**src/rtl/io_pkg.sv**
```systemverilog
// Shared definitions for the memory-mapped I/O region: register offsets,
// control-status bit positions and the region code seen by the upstream decoder.
package io_pkg;

    // addr[31:28] value that routes a memory-stage access to this block
    localparam logic [3:0] IO_REGION = 4'b1000;

    // Register offsets, decoded from addr[7:0]
    localparam logic [7:0] IO_CTRL      = 8'h00;
    localparam logic [7:0] IO_RX_DATA   = 8'h04;
    localparam logic [7:0] IO_TX_DATA   = 8'h08;
    localparam logic [7:0] IO_OVF_CLR   = 8'h0C;
    localparam logic [7:0] IO_CYCLE_CNT = 8'h10;
    localparam logic [7:0] IO_INST_CNT  = 8'h14;
    localparam logic [7:0] IO_CNT_RST   = 8'h18;

    // Control register bit indices
    localparam int unsigned CTRL_TX_READY   = 0;
    localparam int unsigned CTRL_RX_VALID   = 1;
    localparam int unsigned CTRL_TX_OVERFLOW = 2;

    function automatic logic [31:0] ctrl_word(input logic tx_ready, input logic rx_valid,
                                              input logic tx_overflow);
        logic [31:0] w;
        w = '0;
        w[CTRL_TX_READY]    = tx_ready;
        w[CTRL_RX_VALID]    = rx_valid;
        w[CTRL_TX_OVERFLOW] = tx_overflow;
        return w;
    endfunction

endpackage

```
**src/rtl/io_fifo.sv**
```systemverilog
// Circular-buffer FIFO with a registered occupancy count; full/empty derive
// from the count alone, so a push to a full FIFO is refused even alongside a pop.
module io_fifo #(
    parameter int unsigned WIDTH = 8,
    parameter int unsigned DEPTH = 4
) (
    input  logic             clk,
    input  logic             rst,
    input  logic             push,
    input  logic             pop,
    input  logic [WIDTH-1:0] din,
    output logic [WIDTH-1:0] dout,
    output logic             full,
    output logic             empty
);

    localparam int unsigned AW = $clog2(DEPTH);
    localparam int unsigned CW = AW + 1;

    logic [WIDTH-1:0] mem [DEPTH];
    logic [AW-1:0]    wr_ptr;
    logic [AW-1:0]    rd_ptr;
    logic [CW-1:0]    count;
    logic             do_push;
    logic             do_pop;

    assign full    = (count == CW'(DEPTH));
    assign empty   = (count == '0);
    assign do_push = push && !full;
    assign do_pop  = pop && !empty;
    assign dout    = mem[rd_ptr];

    // Storage carries no reset; only the pointers and count define validity
    always_ff @(posedge clk) begin
        if (do_push) begin
            mem[wr_ptr] <= din;
        end
    end

    always_ff @(posedge clk) begin
        if (rst) begin
            wr_ptr <= '0;
            rd_ptr <= '0;
            count  <= '0;
        end else begin
            if (do_push) begin
                wr_ptr <= wr_ptr + 1'b1;
            end
            if (do_pop) begin
                rd_ptr <= rd_ptr + 1'b1;
            end
            if (do_push && !do_pop) begin
                count <= count + 1'b1;
            end else if (!do_push && do_pop) begin
                count <= count - 1'b1;
            end
        end
    end

endmodule

```
**src/rtl/io_controller.sv**
```systemverilog
// Memory-mapped I/O controller: UART TX/RX FIFOs, cycle and retired-instruction
// counters, and a one-cycle registered read mux matching dmem latency.
module io_controller
    import io_pkg::*;
#(
    parameter int unsigned FIFO_DEPTH = 4
) (
    input  logic        clk,
    input  logic        rst,
    input  logic [31:0] addr,
    input  logic [3:0]  io_trans,
    input  logic        io_recv,
    input  logic [31:0] wdata,
    input  logic        inst_retire,
    output logic [31:0] io_dout,
    output logic [7:0]  uart_tx_data,
    output logic        uart_tx_valid,
    input  logic        uart_tx_ready,
    input  logic [7:0]  uart_rx_data,
    input  logic        uart_rx_valid,
    output logic        uart_rx_ready
);

    logic [7:0]  offset;
    logic        wr_en;
    logic        tx_push;
    logic        tx_pop;
    logic        tx_full;
    logic        tx_empty;
    logic        rx_push;
    logic        rx_pop;
    logic        rx_full;
    logic        rx_empty;
    logic [7:0]  rx_head;
    logic        cnt_rst;
    logic        ovf_clr;
    logic        tx_overflow;
    logic [31:0] cycle_cnt;
    logic [31:0] inst_cnt;
    logic [31:0] rdata;
    logic        unused_bits;

    // Region select happens upstream; only the low byte is decoded here
    assign offset      = addr[7:0];
    assign wr_en       = |io_trans;
    assign unused_bits = ^{addr[31:8], wdata[31:8]};

    assign tx_push = wr_en && (offset == IO_TX_DATA) && io_trans[0];
    assign tx_pop  = uart_tx_valid && uart_tx_ready;
    assign rx_push = uart_rx_valid && uart_rx_ready;
    assign rx_pop  = io_recv && (offset == IO_RX_DATA) && !rx_empty;
    assign cnt_rst = wr_en && (offset == IO_CNT_RST);
    assign ovf_clr = wr_en && (offset == IO_OVF_CLR);

    assign uart_tx_valid = !tx_empty;
    assign uart_rx_ready = !rx_full;

    io_fifo #(
        .WIDTH (8),
        .DEPTH (FIFO_DEPTH)
    ) u_tx_fifo (
        .clk   (clk),
        .rst   (rst),
        .push  (tx_push),
        .pop   (tx_pop),
        .din   (wdata[7:0]),
        .dout  (uart_tx_data),
        .full  (tx_full),
        .empty (tx_empty)
    );

    io_fifo #(
        .WIDTH (8),
        .DEPTH (FIFO_DEPTH)
    ) u_rx_fifo (
        .clk   (clk),
        .rst   (rst),
        .push  (rx_push),
        .pop   (rx_pop),
        .din   (uart_rx_data),
        .dout  (rx_head),
        .full  (rx_full),
        .empty (rx_empty)
    );

    // Read data is formed from pre-edge state, so counter reads see pre-reset values
    always_comb begin
        rdata = '0;
        case (offset)
            IO_CTRL:      rdata = ctrl_word(!tx_full, !rx_empty, tx_overflow);
            IO_RX_DATA:   rdata = rx_empty ? 32'h0 : {24'h0, rx_head};
            IO_CYCLE_CNT: rdata = cycle_cnt;
            IO_INST_CNT:  rdata = inst_cnt;
            default:      rdata = '0;
        endcase
    end

    always_ff @(posedge clk) begin
        if (rst) begin
            io_dout     <= '0;
            tx_overflow <= 1'b0;
            cycle_cnt   <= '0;
            inst_cnt    <= '0;
        end else begin
            if (io_recv) begin
                io_dout <= rdata;
            end

            if (tx_push && tx_full) begin
                tx_overflow <= 1'b1;
            end else if (ovf_clr) begin
                tx_overflow <= 1'b0;
            end

            // Counter reset takes priority over a same-cycle increment
            if (cnt_rst) begin
                cycle_cnt <= '0;
                inst_cnt  <= '0;
            end else begin
                cycle_cnt <= cycle_cnt + 32'd1;
                if (inst_retire) begin
                    inst_cnt <= inst_cnt + 32'd1;
                end
            end
        end
    end

endmodule

```
**config.mk**
```make
export PLATFORM = sky130hd
export DESIGN_NAME = io_controller
export DESIGN_NICKNAME = d
export VERILOG_FILES = /design/src/rtl/io_pkg.sv /design/src/rtl/io_fifo.sv /design/src/rtl/io_controller.sv
export SDC_FILE = /design/constraint.sdc
export NUM_CORES = 1
export LEC_CHECK = 0
export ABC_AREA = 1
export BUFFER_PORTS_ARGS = -buffer_cell sky130_fd_sc_hd__buf_4
export CORE_ASPECT_RATIO = 0.9
export CORE_UTILIZATION = 57
export DETAILED_ROUTE_END_ITERATION = 10
export PLACE_DENSITY = 0.79
export SLEW_MARGIN = 20
export SYNTH_ARGS = -nofsm -noshare
export SYNTH_HDL_FRONTEND = slang
export SYNTH_SLANG_ARGS = --single-unit
```
**constraint.sdc**
```tcl
create_clock -name clk -period 2.4 [get_ports clk]
set_input_delay 0.48 -clock clk [delete_from_list [all_inputs] [get_ports clk]]
set_output_delay 0.48 -clock clk [all_outputs]
set_load 0.005 [all_outputs]
```
==> results by group, run 1 <==
Clock tree
  – Hold_buf cts: 0
  – Clock Latency Late Sink: 0.44 ns
  – Post-CTS setup buffer count: 0
  – Clock sink count: 179
  – Root buf cell: clkbuf_16
  – CTS resizes: 0
  – CTS Buf Count: 17
  – CTS tree: built
  – Htree depth: 4
  – Clock Path Buffers: 2
  – CTS clk-pin slew, worst paths: 0.07 ns

Hold path
  – WHS Endpoint: u_rx_fifo.mem[2][5]
  – Min-delay src: uart_rx_data[5]
  – Hold depth: 1
  – Min-delay worst type: primary input to flip-flop

Routing
  – Drt drc: 0
  – Final ANT Viol Nets: 0
  – Via Count: 7403
  – Routed WL per cell: 15.03 um
  – DRT Pass-1 Iters: 6
  – Routed WL: 20370 um
  – DR vias/cell: 5.463
  – Drt initial violations: 719

Cells and area
  – Area growth, synth to finish: 16.74%
  – Design area: 9824 um2
  – ANT cells: 0
  – Nets@finish: 1245
  – Final core utilization: 69.14%
  – Filler Cell Count: 1179
  – Layout cells sized above 1: 15.49%
  – Number of cells in the finished layout apart from fillers: 1355

Synth
  – Net Count, Synth: 1161
  – Post-synth top area share: 27.36%
  – Yosys top cell by area: dfxtp_1
  – EDFF count, synth: 64
  – Mapped cell area: 8416 um2
  – Seq/Total Area, Yosys: 50.19%
  – Ranking of synthesized cells by area: dfxtp_1 (27%), edfxtp_1 (23%), nand2_1 (9.5%)
  – Count of different cell masters after synthesis: 37
  – Synthesized instance count: 1065
  – Ys flop type: dfxtp_1
  – #FFs+latches synth: 179
  – Synth Area per Inst: 7.902 um2
  – Synth warn: 0
  – Fraction of registers with async set/reset: 0%

Setup path
  – Slowest stage cell, crit path: inv_1
  – Crit-path max FO: 16
  – CP Launch Type: flip-flop
  – Req. time, crit path: 1.92 ns
  – Number of cells on the worst reg-to-reg path: 12
  – Worst Path Buf+Inv: 2
  – Worst R2R Setup Slack: 0.34 ns
  – Top delay family on crit path: buffers and inverters
  – Crit path kind: flip-flop to output port
  – Reg-to-Reg End: u_rx_fifo.count[2]
  – RR Startpoint: u_rx_fifo.count[1]
  – Worst path max stage delay: 0.34 ns
  – Crit path DAT: 1.60 ns
  – Worst-path cell chain: inv_1 -> o21ai_0 -> o22ai_1 -> buf_4
  – Critical Path End Type: output port

Placement
  – Placed cells: 1323
  – Detailed Place HPWL: 14120 um
  – Dpl cell area: 9209 um2
  – Pre-CTS WS: -0.003074 ns
  – Number of port buffers: 75
  – Routability cong.: 0.8995

STA
  – Post-Route Skew: 0.01086 ns
  – Final min period: 2.083 ns
  – Worst rel slew slack: 64.46%
  – Crit path setup slack, layout: 0.3175 ns
  – Fin. Hold Viols: 0
  – Setup violators final: 0
  – Worst slew pin tran: 0.5326 ns
  – RSZ-0062 raised after global routing: no
  – Hold Slack: 0.2392 ns
  – Tcrit/Tclk final: 86.77%
  – F_max: 480.2 MHz
  – Slew Limit Fails: 0
  – Final TNS setup: 0 ns

Run status
  – Status: finished, final reports clean

GRT
  – Largest net degree at the start of global routing: 40
  – Vias in the first global route: 6748
  – Busiest grt layer: met2
  – First-pass GRT wire length: 32290 um
  – All-layer global routing usage: 27.75%
  – Global Route met3 Usage: 5.227%
  – Met1 usage: 37.56%
  – Total congestion overflow: 0
  – Antenna violations before repair: 0
  – Met2 Use GR: 44.47%

Power and ir drop
  – Tot Pwr: 6.943 mW
  – Logic pwr share: 10.7%
  – Power share of the clock group: 41.6%
  – Switching pwr: 1.802 mW
  – Reg power frac: 47.7%
  – Switching share of power: 25.95%
  – Peak supply drop: 0.7483 mV
  – Int Power: 5.141 mW
  – Pleak: 3.576 nW
  – Pwr Density: 706.7 nW/um2

Die
  – Die height: 117.3 um
  – Row count: 41
  – IO Count: 124
  – Die Wd: 130.1 um
  – Die area: 15250 um2
  – Core Area: 14210 um2
  – Initial Util: 59.22%

Flow run
  – Max Cap Viol: 0
[worst max path at each step]
stage	start	endpoint	slack [ns]	depth (start not counted)
after floorplan	addr[4]	u_tx_fifo.count[2]	0.29	12
after global placement	addr[4]	u_tx_fifo.count[2]	0.09	13
after detailed placement	addr[4]	u_tx_fifo.count[2]	-0.003	13
after CTS	flip-flop	uart_tx_data[4]	0.28	4
after global routing	u_rx_fifo.count[1]	u_rx_fifo.count[1]	0.14	10
final	flip-flop	uart_tx_data[4]	0.32	4
[sequential cells by signal (all words and copies together) (netlist names), 3 cells and up, named ones only]
name / count
u_rx_fifo.mem: 32
inst_cnt: 32
u_rx_fifo.count: 3
u_tx_fifo.count: 3
cycle_cnt: 32
u_tx_fifo.mem: 32
io_dout: 32
[power by group through the flow]
stage               registers [mW]  logic (mW)  clock network (mW)
global route                  3.32       0.847                3.03
global placement              3.37       0.708                   0
floorplan                     3.37       0.428                   0
detailed placement            3.38       0.739                   0
finish                        3.31       0.744                2.89
CTS                           3.31       0.745                2.93
[synth_stat cells, types with 15 or more instances]
cell / count
nand2_1: 214
nor2_1: 173
dfxtp_1: 115
inv_1: 98
a21oi_1: 75
nand3_1: 66
edfxtp_1: 64
o21ai_0: 64
o21ai_1: 25
nor2_2: 18
nor3_1: 18
nand4_1: 16
o22ai_1: 15
[layout make-up]
class                   instances  area, um2  share of cell area (%)
multi-input cells             748       3628                   36.93
inverters                     109      409.1                   4.165
clock buffers                  17      425.4                   4.330
flip-flops and latches        179       4224                   43.00
well taps                     193      241.5                   2.458
repair buffers                 94      705.7                   7.183
clock inverters                15      190.2                   1.936
[per-layer routing]
layer,vias up,part of all wire [%]
li1,3677,-
met1,3427,45
met5,-,0
met3,23,6.9
met4,0,1.5
met2,276,47
[cell usage in the layout, fill, tap and decap left out, types with 2 or more instances in the layout]
cell       count
a21oi_1       75
and2_1         2
buf_4         94
bufinv_16      2
clkbuf_16     17
clkinv_4       2
clkinv_8       2
dfxtp_1      115
edfxtp_1      64
fa_1           2
ha_1          12
inv_1         98
inv_2         10
inv_6          6
inv_8          2
nand2_1      214
nand2_2        9
nand3_1       66
nand3_2        5
nand4_1       16
nor2_1       173
nor2_2        18
nor2_4         4
nor3_1        18
nor3_2         4
nor3_4         2
nor3b_1        2
o21a_1         2
o21ai_0       64
o21ai_1       25
o22ai_1       15
xnor2_1        4
xor2_1        11
[cell families (layout without fill, tap and decap cells)]
kind of cell    Yosys count  in the layout  share of synthesized area, %
buf+inv                 138            235                         6.690
compound gates          183            183                         11.23
simple gates            536            536                         28.07
flops                   179            179                         50.19
fa+ha+maj                14             14                         2.260
xor+xnor                 15             15                         1.561
No activity file was read; power rests on OpenSTA's default activity.
==> run 2: changes to the inputs <==
- ABC_AREA: 1 -> unset
==> results by group, run 2 <==
Run status
  – Status: complete, but fails checks (was finished, final reports clean)
  – Failing checks: DRC

Power and ir drop
  – Pleak: 3.255 nW (was 3.576 nW)
  – Pwr Density: 742.1 nW/um2 (was 706.7 nW/um2)
  – Peak supply drop: 0.6701 mV (was 0.7483 mV)
  – Switching share of power: 23.34% (was 25.95%)
  – Switching pwr: 1.623 mW (was 1.802 mW)
  – Int Power: 5.330 mW (was 5.141 mW)
  – Power share of the clock group: 42.4% (was 41.6%)
  – Reg power frac: 48.1% (was 47.7%)
  – Logic pwr share: 9.6% (was 10.7%)
  – Tot Pwr: 6.953 mW (was 6.943 mW)

Placement
  – Placed cells: 964 (was 1323)
  – Detailed Place HPWL: 12090 um (was 14120 um)
  – Number of port buffers: 75 (unchanged)
  – Dpl cell area: 8720 um2 (was 9209 um2)
  – Pre-CTS WS: -0.07932 ns (was -0.003074 ns)
  – Routability cong.: 0.8714 (was 0.8995)

Setup path
  – Critical Path End Type: flip-flop (was output port)
  – RR Startpoint: u_rx_fifo.count[1] (unchanged)
  – Crit path DAT: 2.73 ns (was 1.60 ns)
  – Worst path max stage delay: 0.38 ns (was 0.34 ns)
  – Critical Path Start: u_rx_fifo.count[1]
  – Crit path kind: flip-flop to flip-flop (was flip-flop to output port)
  – Req. time, crit path: 2.76 ns (was 1.92 ns)
  – Crit-path max FO: 4 (was 16)
  – Slowest stage cell, crit path: or3_4 (was inv_1)
  – Worst-path cell chain: or3_4 -> and4_4 -> nand2_1 -> ha_2 -> inv_1 -> fa_1 -> xor2_1 -> or3_1 -> a21oi_1 (was inv_1 -> o21ai_0 -> o22ai_1 -> buf_4)
  – CP Launch Type: flip-flop (unchanged)

Clock tree
  – CTS clk-pin slew, worst paths: 0.07 ns (about the same)
  – CTS tree: built (unchanged)
  – Clock Latency Late Sink: 0.44 ns (about the same)
  – Hold_buf cts: 0 (unchanged)
  – Htree depth: 4 (unchanged)
  – CTS Buf Count: 17 (unchanged)
  – Root buf cell: clkbuf_16 (unchanged)
  – Clock sink count: 179 (unchanged)
  – Clock Path Buffers: 2 (unchanged)

GRT
  – Met2 Use GR: 45.33% (was 44.47%)
  – Busiest grt layer: met2 (unchanged)
  – Vias in the first global route: 6047 (was 6748)
  – Met1 usage: 30.86% (was 37.56%)
  – First-pass GRT wire length: 29200 um (was 32290 um)
  – Total congestion overflow: 0 (unchanged)
  – Largest net degree at the start of global routing: 50 (was 40)
  – Global Route met3 Usage: 6.619% (was 5.227%)
  – All-layer global routing usage: 26.54% (was 27.75%)
  – Antenna violations before repair: 0 (unchanged)

Synth
  – Mapped cell area: 7825 um2 (was 8416 um2)
  – Most common library cells after synthesis: dfxtp_1 (115), a21oi_1 (69), edfxtp_1 (64) (was nand2_1 (214), nor2_1 (173), dfxtp_1 (115))
  – Yosys top cell by area: dfxtp_1 (unchanged)
  – Fraction of registers with async set/reset: 0% (unchanged)
  – Synth warn: 0 (unchanged)
  – #FFs+latches synth: 179 (unchanged)
  – EDFF count, synth: 64 (unchanged)
  – Most frequent cell after synthesis: dfxtp_1 (was nand2_1)
  – Ys flop type: dfxtp_1 (unchanged)
  – Synth Area per Inst: 10.65 um2 (was 7.902 um2)
  – Count of different cell masters after synthesis: 44 (was 37)
  – Net Count, Synth: 831 (was 1161)
  – Seq/Total Area, Yosys: 53.98% (was 50.19%)
  – Synthesized instance count: 735 (was 1065)
  – Post-synth top area share: 29.42% (was 27.36%)
  – Ranking of synthesized cells by area: dfxtp_1 (29%), edfxtp_1 (25%), mux4_2 (4.6%) (was dfxtp_1 (27%), edfxtp_1 (23%), nand2_1 (9.5%))

Die
  – Die Wd: 125.5 um (was 130.1 um)
  – Core Area: 13360 um2 (was 14210 um2)
  – Row count: 40 (was 41)
  – Initial Util: 58.56% (was 59.22%)
  – Die height: 113.2 um (was 117.3 um)
  – IO Count: 124 (unchanged)
  – Die area: 14200 um2 (was 15250 um2)

STA
  – Worst rel slew slack: 52.23% (was 64.46%)
  – Hold Slack: 0.2422 ns (was 0.2392 ns)
  – Slew Limit Fails: 0 (unchanged)
  – Worst slew pin tran: 0.7100 ns (was 0.5326 ns)
  – F_max: 422.4 MHz (was 480.2 MHz)
  – Setup violators final: 0 (unchanged)
  – Post-Route Skew: 0.01234 ns (was 0.01086 ns)
  – Tcrit/Tclk final: 98.63% (was 86.77%)
  – Crit path setup slack, layout: 0.03285 ns (was 0.3175 ns)
  – Final min period: 2.367 ns (was 2.083 ns)
  – Fin. Hold Viols: 0 (unchanged)
  – RSZ-0062 raised after global routing: yes (was no)

Routing
  – DRT Pass-1 Iters: 8 (was 6)
  – Via Count: 6067 (was 7403)
  – Routed WL per cell: 17.88 um (was 15.03 um)
  – Final ANT Viol Nets: 0 (unchanged)
  – Drt initial violations: 484 (was 719)
  – Routed WL: 17830 um (was 20370 um)
  – Drt drc: 5 (was 0)
  – DR vias/cell: 6.085 (was 5.463)

Cells and area
  – Most frequent cells in the layout: dfxtp_1 (113), buf_4 (106), a21oi_1 (69) (was nand2_1 (214), nor2_1 (173), dfxtp_1 (115))
  – Area growth, synth to finish: 19.73% (was 16.74%)
  – Design area: 9369 um2 (was 9824 um2)
  – Most common cell after layout, fill and taps aside: dfxtp_1 (was nand2_1)
  – Number of cells in the finished layout apart from fillers: 997 (was 1355)
  – Nets@finish: 912 (was 1245)
  – ANT cells: 0 (unchanged)
  – Layout cells sized above 1: 20.27% (was 15.49%)

Flow run
  – Max Cap Viol: 0 (unchanged)

Hold path
  – Min-delay src: uart_rx_data[3] (was uart_rx_data[5])
  – Min-delay worst type: primary input to flip-flop (unchanged)
-- run 2: kinds of logic after synthesis --
| kind of cell | Yosys count | share of synthesized area (%) |
|---|---|---|
| compound gates | 137 | 10.38 |
| flops | 179 | 53.98 |
| xor+xnor | 30 | 3.358 |
| fa+ha+maj | 14 | 2.430 |
| buf+inv | 66 | 3.230 |
| simple gates | 261 | 17.51 |
| mux | 48 | 9.114 |
-- run 2: cell type report --
cell class,count,area [um2]
flip-flops and latches,179,4227
clock inverters,15,203.9
multi-input cells,490,3392
inverters,20,75.07
well taps,168,210.2
clock buffers,17,425.4
repair buffers,108,835.8
fillers,922,3994
-- run 2: layer usage --
| metal | share of wire, % | wire length [um] |
|---|---|---|
| met5 | 0 | 0 |
| met4 | 3.4 | 611 |
| met3 | 4.8 | 860 |
| met2 | 50 | 8907 |
| met1 | 42 | 7448 |
-- run 2: final timing paths --
kind                            slack (ns)             endpoint  depth (start not counted)
worst min register to register        0.46          io_dout[13]                          2
worst max register to register        0.03   u_rx_fifo.count[2]                          9
worst max-delay path                  0.03   u_rx_fifo.count[2]                          9
worst min-delay path                  0.24  u_rx_fifo.mem[1][3]                          1
-- run 2: per-stage QoR --
stage | setup TNS [ns] | util [%]
detailed placement | -0.08102 | 65.25
global route | -0.04670 | 70.11
finish | 0 | 70.11
CTS | 0 | 70.08
floorplan | 0 | -
global placement | 0 | 65.25
-- run 2: worst max-delay path: cells and delay by family (launching register included) --
kind	cells	cell delay, ns
compound gates	1	0.14
xor+xnor	1	0.17
fa+ha+maj	2	0.57
buf+inv	1	0.06
flops	1	0.34
simple gates	4	1.00
-- run 2: power groups by stage --
stage / Combinational [mW] / Clock, mW / Sequential (mW)
6_report: 0.665 / 2.95 / 3.34
5_1_grt: 0.720 / 3.11 / 3.36
4_1_cts: 0.669 / 2.98 / 3.34
3_5_place_dp: 0.649 / 0 / 3.41
3_3_place_gp: 0.608 / 0 / 3.39
2_1_floorplan: 0.404 / 0 / 3.37
-- run 2: what timing repair did --
item	CTS	global route
pin swaps	0	1
setup endpoints to repair	1	9
resized for setup	3	2
buffers inserted	1	0
